==> config.mk <==
export PLATFORM = sky130hd
export DESIGN_NAME = openframe_pad_cfg_sequencer
export DESIGN_NICKNAME = d
export VERILOG_FILES = /design/src/rtl/openframe_pad_cfg_sequencer.sv
export SDC_FILE = /design/constraint.sdc
export NUM_CORES = 2
export LEC_CHECK = 0
export BUFFER_PORTS_ARGS = -buffer_cell sky130_fd_sc_hd__buf_2
export CAP_MARGIN = 10
export CORE_UTILIZATION = 30
export DETAILED_ROUTE_END_ITERATION = 8
export PLACE_DENSITY = 0.5
export SKIP_CTS_REPAIR_TIMING = 1
export SLEW_MARGIN = 20
export SYNTH_ARGS = -nofsm -noshare
export SYNTH_HDL_FRONTEND = slang
export SYNTH_SLANG_ARGS = --single-unit
==> constraint.sdc <==
create_clock -name wb_clk_i -period 39.7 [get_ports wb_clk_i]
set_clock_uncertainty 0.05 [all_clocks]
set_input_delay 1.985 -clock wb_clk_i [delete_from_list [all_inputs] [get_ports wb_clk_i]]
set_output_delay 1.985 -clock wb_clk_i [all_outputs]
set_load 0.02 [all_outputs]
==> src/rtl/openframe_pad_cfg_sequencer.sv <==
// Staggered pad-configuration sequencer: shadow config writes, then an apply walks all pads and
// copies dirty shadow words to the live outputs one pad at a time with an idle gap after each.
module openframe_pad_cfg_sequencer #(
   parameter int unsigned NUM_PADS  = 44,
   parameter int unsigned GAP_W     = 4,
   parameter logic [10:0] RESET_CFG = 11'h001,
   parameter int unsigned PW        = $clog2(NUM_PADS)
) (
   input  logic                   wb_clk_i,
   input  logic                   wb_rst_i,
   input  logic                   cfg_valid,
   output logic                   cfg_ready,
   input  logic [PW-1:0]          cfg_pad,
   input  logic [10:0]            cfg_data,
   input  logic [GAP_W-1:0]       gap,
   input  logic                   apply_req,
   output logic                   busy,
   output logic                   done,
   output logic [NUM_PADS*11-1:0] pad_cfg
);

   typedef enum logic [1:0] {StIdle, StScan, StGap, StDone} state_e;

   state_e             state_q, state_d;
   logic [PW-1:0]      ptr_q, ptr_d;
   logic [GAP_W-1:0]   gap_q, gap_d;
   logic [GAP_W-1:0]   cnt_q, cnt_d;
   logic [10:0]        shadow_q [NUM_PADS];
   logic [10:0]        live_q   [NUM_PADS];
   logic [NUM_PADS-1:0] dirty_q;

   logic wr_en;
   logic load_en;
   logic advance;
   logic last_pad;

   // Out-of-range pad indices are acknowledged but dropped.
   assign wr_en    = cfg_valid && cfg_ready && ({1'b0, cfg_pad} < (PW+1)'(NUM_PADS));
   assign last_pad = (ptr_q == PW'(NUM_PADS - 1));

   always_comb begin
      state_d = state_q;
      ptr_d   = ptr_q;
      gap_d   = gap_q;
      cnt_d   = cnt_q;
      load_en = 1'b0;
      advance = 1'b0;
      unique case (state_q)
         StIdle: begin
            if (apply_req) begin
               gap_d   = gap;
               ptr_d   = '0;
               state_d = StScan;
            end
         end
         StScan: begin
            if (dirty_q[ptr_q]) begin
               load_en = 1'b1;
               if (gap_q != '0) begin
                  cnt_d   = gap_q;
                  state_d = StGap;
               end else begin
                  advance = 1'b1;
               end
            end else begin
               advance = 1'b1;
            end
         end
         StGap: begin
            if (cnt_q == GAP_W'(1)) begin
               advance = 1'b1;
            end else begin
               cnt_d = cnt_q - GAP_W'(1);
            end
         end
         StDone: begin
            state_d = StIdle;
         end
         default: begin
            state_d = StIdle;
         end
      endcase
      if (advance) begin
         if (last_pad) begin
            state_d = StDone;
         end else begin
            ptr_d   = ptr_q + PW'(1);
            state_d = StScan;
         end
      end
   end

   assign busy      = (state_q == StScan) || (state_q == StGap);
   assign done      = (state_q == StDone);
   assign cfg_ready = (state_q == StIdle) || (state_q == StDone);

   always_ff @(posedge wb_clk_i or posedge wb_rst_i) begin
      if (wb_rst_i) begin
         state_q <= StIdle;
         ptr_q   <= '0;
         gap_q   <= '0;
         cnt_q   <= '0;
      end else begin
         state_q <= state_d;
         ptr_q   <= ptr_d;
         gap_q   <= gap_d;
         cnt_q   <= cnt_d;
      end
   end

   // Writes only land in IDLE/DONE and loads only in SCAN, so they never collide.
   always_ff @(posedge wb_clk_i or posedge wb_rst_i) begin
      if (wb_rst_i) begin
         for (int i = 0; i < NUM_PADS; i++) begin
            shadow_q[i] <= RESET_CFG;
            live_q[i]   <= RESET_CFG;
         end
         dirty_q <= '0;
      end else begin
         if (wr_en) begin
            shadow_q[cfg_pad] <= cfg_data;
            dirty_q[cfg_pad]  <= 1'b1;
         end
         if (load_en) begin
            live_q[ptr_q]  <= shadow_q[ptr_q];
            dirty_q[ptr_q] <= 1'b0;
         end
      end
   end

   for (genvar i = 0; i < NUM_PADS; i++) begin : g_pad_out
      assign pad_cfg[11*i +: 11] = live_q[i];
   end

endmodule

Word level (Yosys, flattened, before mapping)
Cells that the tools add are included.
{"block": "word_totals", "ff_bits": 1028, "input_bits": 25, "word_cells": 172}
{"block": "classes", "addsub": 2, "order_cmp": 9, "eq_ne": 11, "muxes": 37, "bitwise": 5, "n_reduce_logical": 15}
{"op": "$bwmux 484", "count": 2}
{"op": "$demux 11 s6", "count": 2}
{"op": "$mux 44", "count": 2}
{"op": "$bmux 11 s6", "count": 1}
{"op": "$and 44x44->44", "count": 1}
{"op": "$mux 11", "count": 4}
{"op": "$not 44->44", "count": 1}
{"op": "$or 44x44->44", "count": 1}
{"op": "$mux 6", "count": 4}
{"op": "$ge 7x7->1 const B", "count": 2}
{"op": "$lt 6x7->1 const B", "count": 2}
{"op": "$lt 7x1->1 const B", "count": 2}
{"op": "$not 6->7", "count": 2}
{"op": "$demux 1 s6", "count": 2}
{"op": "$ge 6x1->1 const B", "count": 2}
{"op": "$mux 4", "count": 3}
{"op": "$mux 2", "count": 5}
{"op": "$ne 3x3->1 const B", "count": 3}
{"op": "$mux 1", "count": 8}
{"op": "$pmux 4 s2", "count": 1}
{"op": "$reduce_and 4->1", "count": 2}
{"op": "$reduce_bool 4->1", "count": 2}
{"op": "$add 6x1->6 const B", "count": 1}
{"op": "$bmux 1 s6", "count": 1}
{"op": "14 further kinds", "count": 23}

Depth between registers and ports, before layout
{"block": "depth", "depth_word": 8, "mapped_depth": 15}

Least setup slack after synthesis
Ideal clock, no wire load.
{"block": "synth_path", "kind": "input port to flip-flop", "start": "in cfg_pad[3]", "end": "reg shadow_q[78] (netlist bit)", "setup_ps": 125, "arrival_ps": 3837, "required_ps": 39525, "slack_ps": 35688, "cell_stages": 7, "path_cell_list": "a21o_1 -> a21oi_1 -> nand2_1 -> or3_1 -> nor2_1 -> clkbuf_1 -> mux2_2"}
{"block": "synth_via", "elab_chain_len": 6, "elab_cells_between_ends": 9, "cone_classes": "3 x order compare; 3 x mux; 1 x bitwise; 2 x reduce/logical"}
{"item": "start: declaration", "line": "13", "text": "input logic [PW-1:0] cfg_pad,"}
{"item": "$not 6->7 (implied by the code)", "line": "121", "text": "shadow_q[cfg_pad] <= cfg_data;"}
{"item": "$ge 7x7->1 (implied by the code) / $lt 7x1->1 (equally long branches)", "line": "121"}
{"item": "$logic_and 1x1->1 (implied by the code)", "line": "121"}
{"item": "$mux 11 (implied by the code)", "line": "121"}
{"item": "$demux 11 s6", "line": "121"}
{"item": "$bwmux 484", "line": "121"}
{"item": "end signal: indexed assignment", "line": "121"}
{"item": "end: declaration", "line": "28", "text": "logic [10:0] shadow_q [NUM_PADS];"}
Parallel ways exist; a longest one is shown, timed or not.
A chain may end at the register's enable or synchronous reset.

Worst setup path in the final report
{"block": "layout_path", "start": "reg ptr_q[1]", "end": "reg live_q (netlist bit pad_cfg[81])"}
{"block": "layout_via", "elab_chain_len": 6, "elab_cells_between_ends": 14, "cone_classes": "2 x order compare; 10 x mux; 1 x bitwise; 1 x reduce/logical"}
{"item": "start: declaration", "line": "25", "text": "logic [PW-1:0] ptr_q, ptr_d;"}
{"item": "start signal: assignment", "line": "105", "text": "ptr_q <= ptr_d;"}
{"item": "$not 6->7 (implied by the code)", "line": "125", "text": "live_q[ptr_q] <= shadow_q[ptr_q];"}
{"item": "$ge 7x7->1 (implied by the code) / $lt 7x1->1 (equally long branches)", "line": "125"}
{"item": "$logic_and 1x1->1 (implied by the code)", "line": "125"}
{"item": "$mux 11 (implied by the code)", "line": "125"}
{"item": "$demux 11 s6", "line": "125"}
{"item": "$bwmux 484", "line": "125"}
{"item": "end signal: indexed assignment", "line": "125"}
{"item": "end: declaration", "line": "29", "text": "logic [10:0] live_q [NUM_PADS];"}
Parallel ways exist; a longest one is shown, timed or not. The select of a mux whose other input is x is not followed.

==> impl_metrics.yaml <==
outcome:
  status: "finished clean"
synthesis:
  yosys_register_bits: 1028
  syn_inst: 3482
  yosysUniqueCellTypes: 70
  yosysMostFrequentCell: "dfrtp_1"
  synth_fp_nets: 3514
  yosysSeqAreaShare_pct: 60.3
  synth_common_cells: "dfrtp_1, mux2_2, nand2_1, o21ai_0, mux2i_1"
  synth_edf_count: 0
  synthArstFlopShare_pct: 100
  synth_flop_cell: "dfrtp_1"
  syn_avg_cell_area_um2: 12.3
  synth_area_um2: 42800
  yosys.area.top_type: "dfrtp_1"
  synthTopCellsByArea: "dfrtp_1, mux2_2, dfstp_2, mux2i_1, o21ai_0"
  yosysWarnings: 0
  netlist.area_leader.share_pct: 54.9
sta:
  setup_viol: 0
  finalCritPeriodShare_pct: 12.8
  period_minus_slack_ns: 5.07
  hold_viol_final: 0
  setup_slack_ns: 34.63
  final_max_slew_viol_count: 0
  relSlewSlack_pct: 21.5
  max_clock_freq_mhz: 197
  worst_pin_slew_ns: 1.18
  setup-tns-final_ns: 0
  rsz0062_at_grt: "no"
grt:
  grt_pass1_vias: 29200
  grt_max_degree: 168
  grt_pass1_wl_mm: 209
  antenna_found_initial: 15
  overflow: 0
  grt_util_all_layers_pct: 19.5
worst_setup_path:
  r2r_slack_ns: 34.63
  worstSetupStartpoint: "ptr_q[1]$_DFF_PP0_"
  cp.required_ns: 40.26
  crit_arrival_ns: 5.63
  cp-end-kind: "flip-flop"
  worstSetupPathType: "flip-flop to flip-flop"
  critPathMaxFanout: 44
  ff2ff_path_depth: 11
  setup.worst_path.start_class: "flip-flop"
  reg2reg_from: "ptr_q[1]$_DFF_PP0_"
  worst_r2r_endpoint: "pad_cfg[81]$_DFFE_PP0P_"
finish:
  drive_gt1_share_pct: 35.9
  multi_input_area_um2: 14900
  design_area_um2: 50800
  syn_to_final_growth_pct: 18.5
  seqCellArea_um2: 25800
  nNetsFinal: 3926
  fillCellCount: 14100
power:
  swShare_pct: 31.4
  p_total_mw: 2.63
  p_per_area_nw_per_um2: 51.8
  peakVddDrop_mv: 0.0330
  combPwrFrac_pct: 17.1
  sequentialPowerShare_pct: 42.5
  p_int_mw: 1.80
  p_clk_share_pct: 40.4
  p_sw_mw: 0.826
  p_leak_nw: 25.5
detailed_routing:
  drcViolationCount: 0
  drt_pass1_iterations: 5
  wl_per_cell_um: 24.1
  drt_first_iter_violations: 2016
  antenna_left: 0
  routed_via_density: 4.93
  wl_mm: 141
  vias: 29000
cts:
  cts_buffers: 106
  cts_tree: "yes"
  cts_buffer_depth: 3
  clock_latency_ns: 0.72
  cts.clk_slew.worst_paths_ns: 0.07
  clock_sinks: 1028
  root_buffer: "clkbuf_16"
  h-tree-depth: 3
placement:
  placed_area_um2: 47000
  port_buffers: 511
  globalplace.congestion: 0.812
  place_ws_ns: 34.06
  place_hpwl_mm: 88.9
floorplan:
  initial_utilization_pct: 30.3
  rows: 138
  fp.dieH_um: 380
  core_um2: 142000
  die_area_um2: 144000
  die_x_um: 380
  ios: 512
worst_hold_path:
  hp-class: "flip-flop to flip-flop"
  hold_depth: 2
  holdPathEnd: "pad_cfg[330]$_DFFE_PP1P_"
  min_from: "pad_cfg[330]$_DFFE_PP1P_"
job:
  drv_cap: 0
cell usage in the layout, fill, tap and decap left out, types with 41 or more instances in the layout:
master,Yosys,final
a221oi_1,49,49
a22oi_1,120,120
buf_2,88,511
buf_4,28,83
clkbuf_16,0,107
dfrtp_1,940,938
dfstp_2,88,88
inv_1,183,182
mux2_2,510,510
mux2i_1,187,187
nand2_1,367,367
nand3_1,45,44
nor2_1,71,68
o21a_1,41,41
o21ai_0,286,286
o21ai_1,51,51
power by group through the flow:
stage | clock, mW | combinational, mW | sequential [mW]
after floorplan | 0 | 0.254 | 1.14
after global placement | 0 | 0.451 | 1.13
after detailed placement | 0 | 0.453 | 1.13
after CTS | 1.09 | 0.453 | 1.12
after global routing | 1.13 | 0.474 | 1.12
final | 1.06 | 0.451 | 1.12
logic make-up (layout without fill, tap and decap cells):
family	Yosys count	count (layout)	synth area share (%)
AND/OR/NAND/NOR	565	565	5.81
adder cells (fa/ha/maj)	7	7	0.204
multiplexers	701	701	18.0
AO/OA/AOI/OAI	705	705	10.6
other	0	2	0
flip-flops	1028	1028	60.3
buffers and inverters	476	981	5.04
cell type report:
class | count | share of cell area [%]
antenna | 2 | 0.00986
clock buffer | 153 | 6.09
clock inverter | 48 | 1.27
sequential | 1028 | 50.9
multi-input combinational | 1978 | 29.4
timing repair buffer | 596 | 6.33
tap | 1890 | 4.66
inverter | 184 | 1.37
flip-flops by register name, indices dropped and copies added (netlist names):
name      flops
gap_q         4
cnt_q         4
dirty_q      44
pad_cfg     484
ptr_q         6
state_q       2
shadow_q    484
routing by layer:
| layer | share of wire [%] | track usage [%] | vias up |
|---|---|---|---|
| li1 | - | - | 13000 |
| met1 | 45 | 26.3 | 15000 |
| met2 | 47 | 31.5 | 824 |
| met3 | 5.2 | 3.62 | 187 |
| met4 | 2.8 | 6.11 | 8 |
| met5 | 0.035 | 0 | - |
critical path: stages, from the launching register on:
cell,delay [ns]
dfrtp_2,0.70
buf_4,0.52
nand2_1,0.24
nor2_4,0.81
buf_4,0.66
a22o_1,0.24
a221oi_1,0.05
a31oi_1,0.43
or4_1,0.27
a31oi_4,0.04
buf_4,0.30
o21ai_0,0.33
worst max-delay path by stage:
stage,endpoint,cells past startpoint
3_5_place_dp,pad_cfg[166]$_DFFE_PP0P_,5
2_1_floorplan,cnt_q[0]$_DFFE_PP0P_,1
4_1_cts,pad_cfg[464]$_DFFE_PP0P_,11
3_3_place_gp,pad_cfg[166]$_DFFE_PP0P_,5
5_1_grt,pad_cfg[36]$_DFFE_PP0P_,8
6_report,pad_cfg[81]$_DFFE_PP0P_,11
per-stage QoR:
step / util (%) / hold WS [ns] / instances
2_1_floorplan: - / 0.407 / 3482
3_3_place_gp: 33.2 / 0.406 / 5676
3_5_place_dp: 33.2 / 0.409 / 5676
4_1_cts: 35.9 / 0.419 / 5877
5_1_grt: 35.9 / 0.436 / 5877
6_report: 35.9 / 0.415 / 5879
Note: power is estimated with default switching activity, not from simulation.
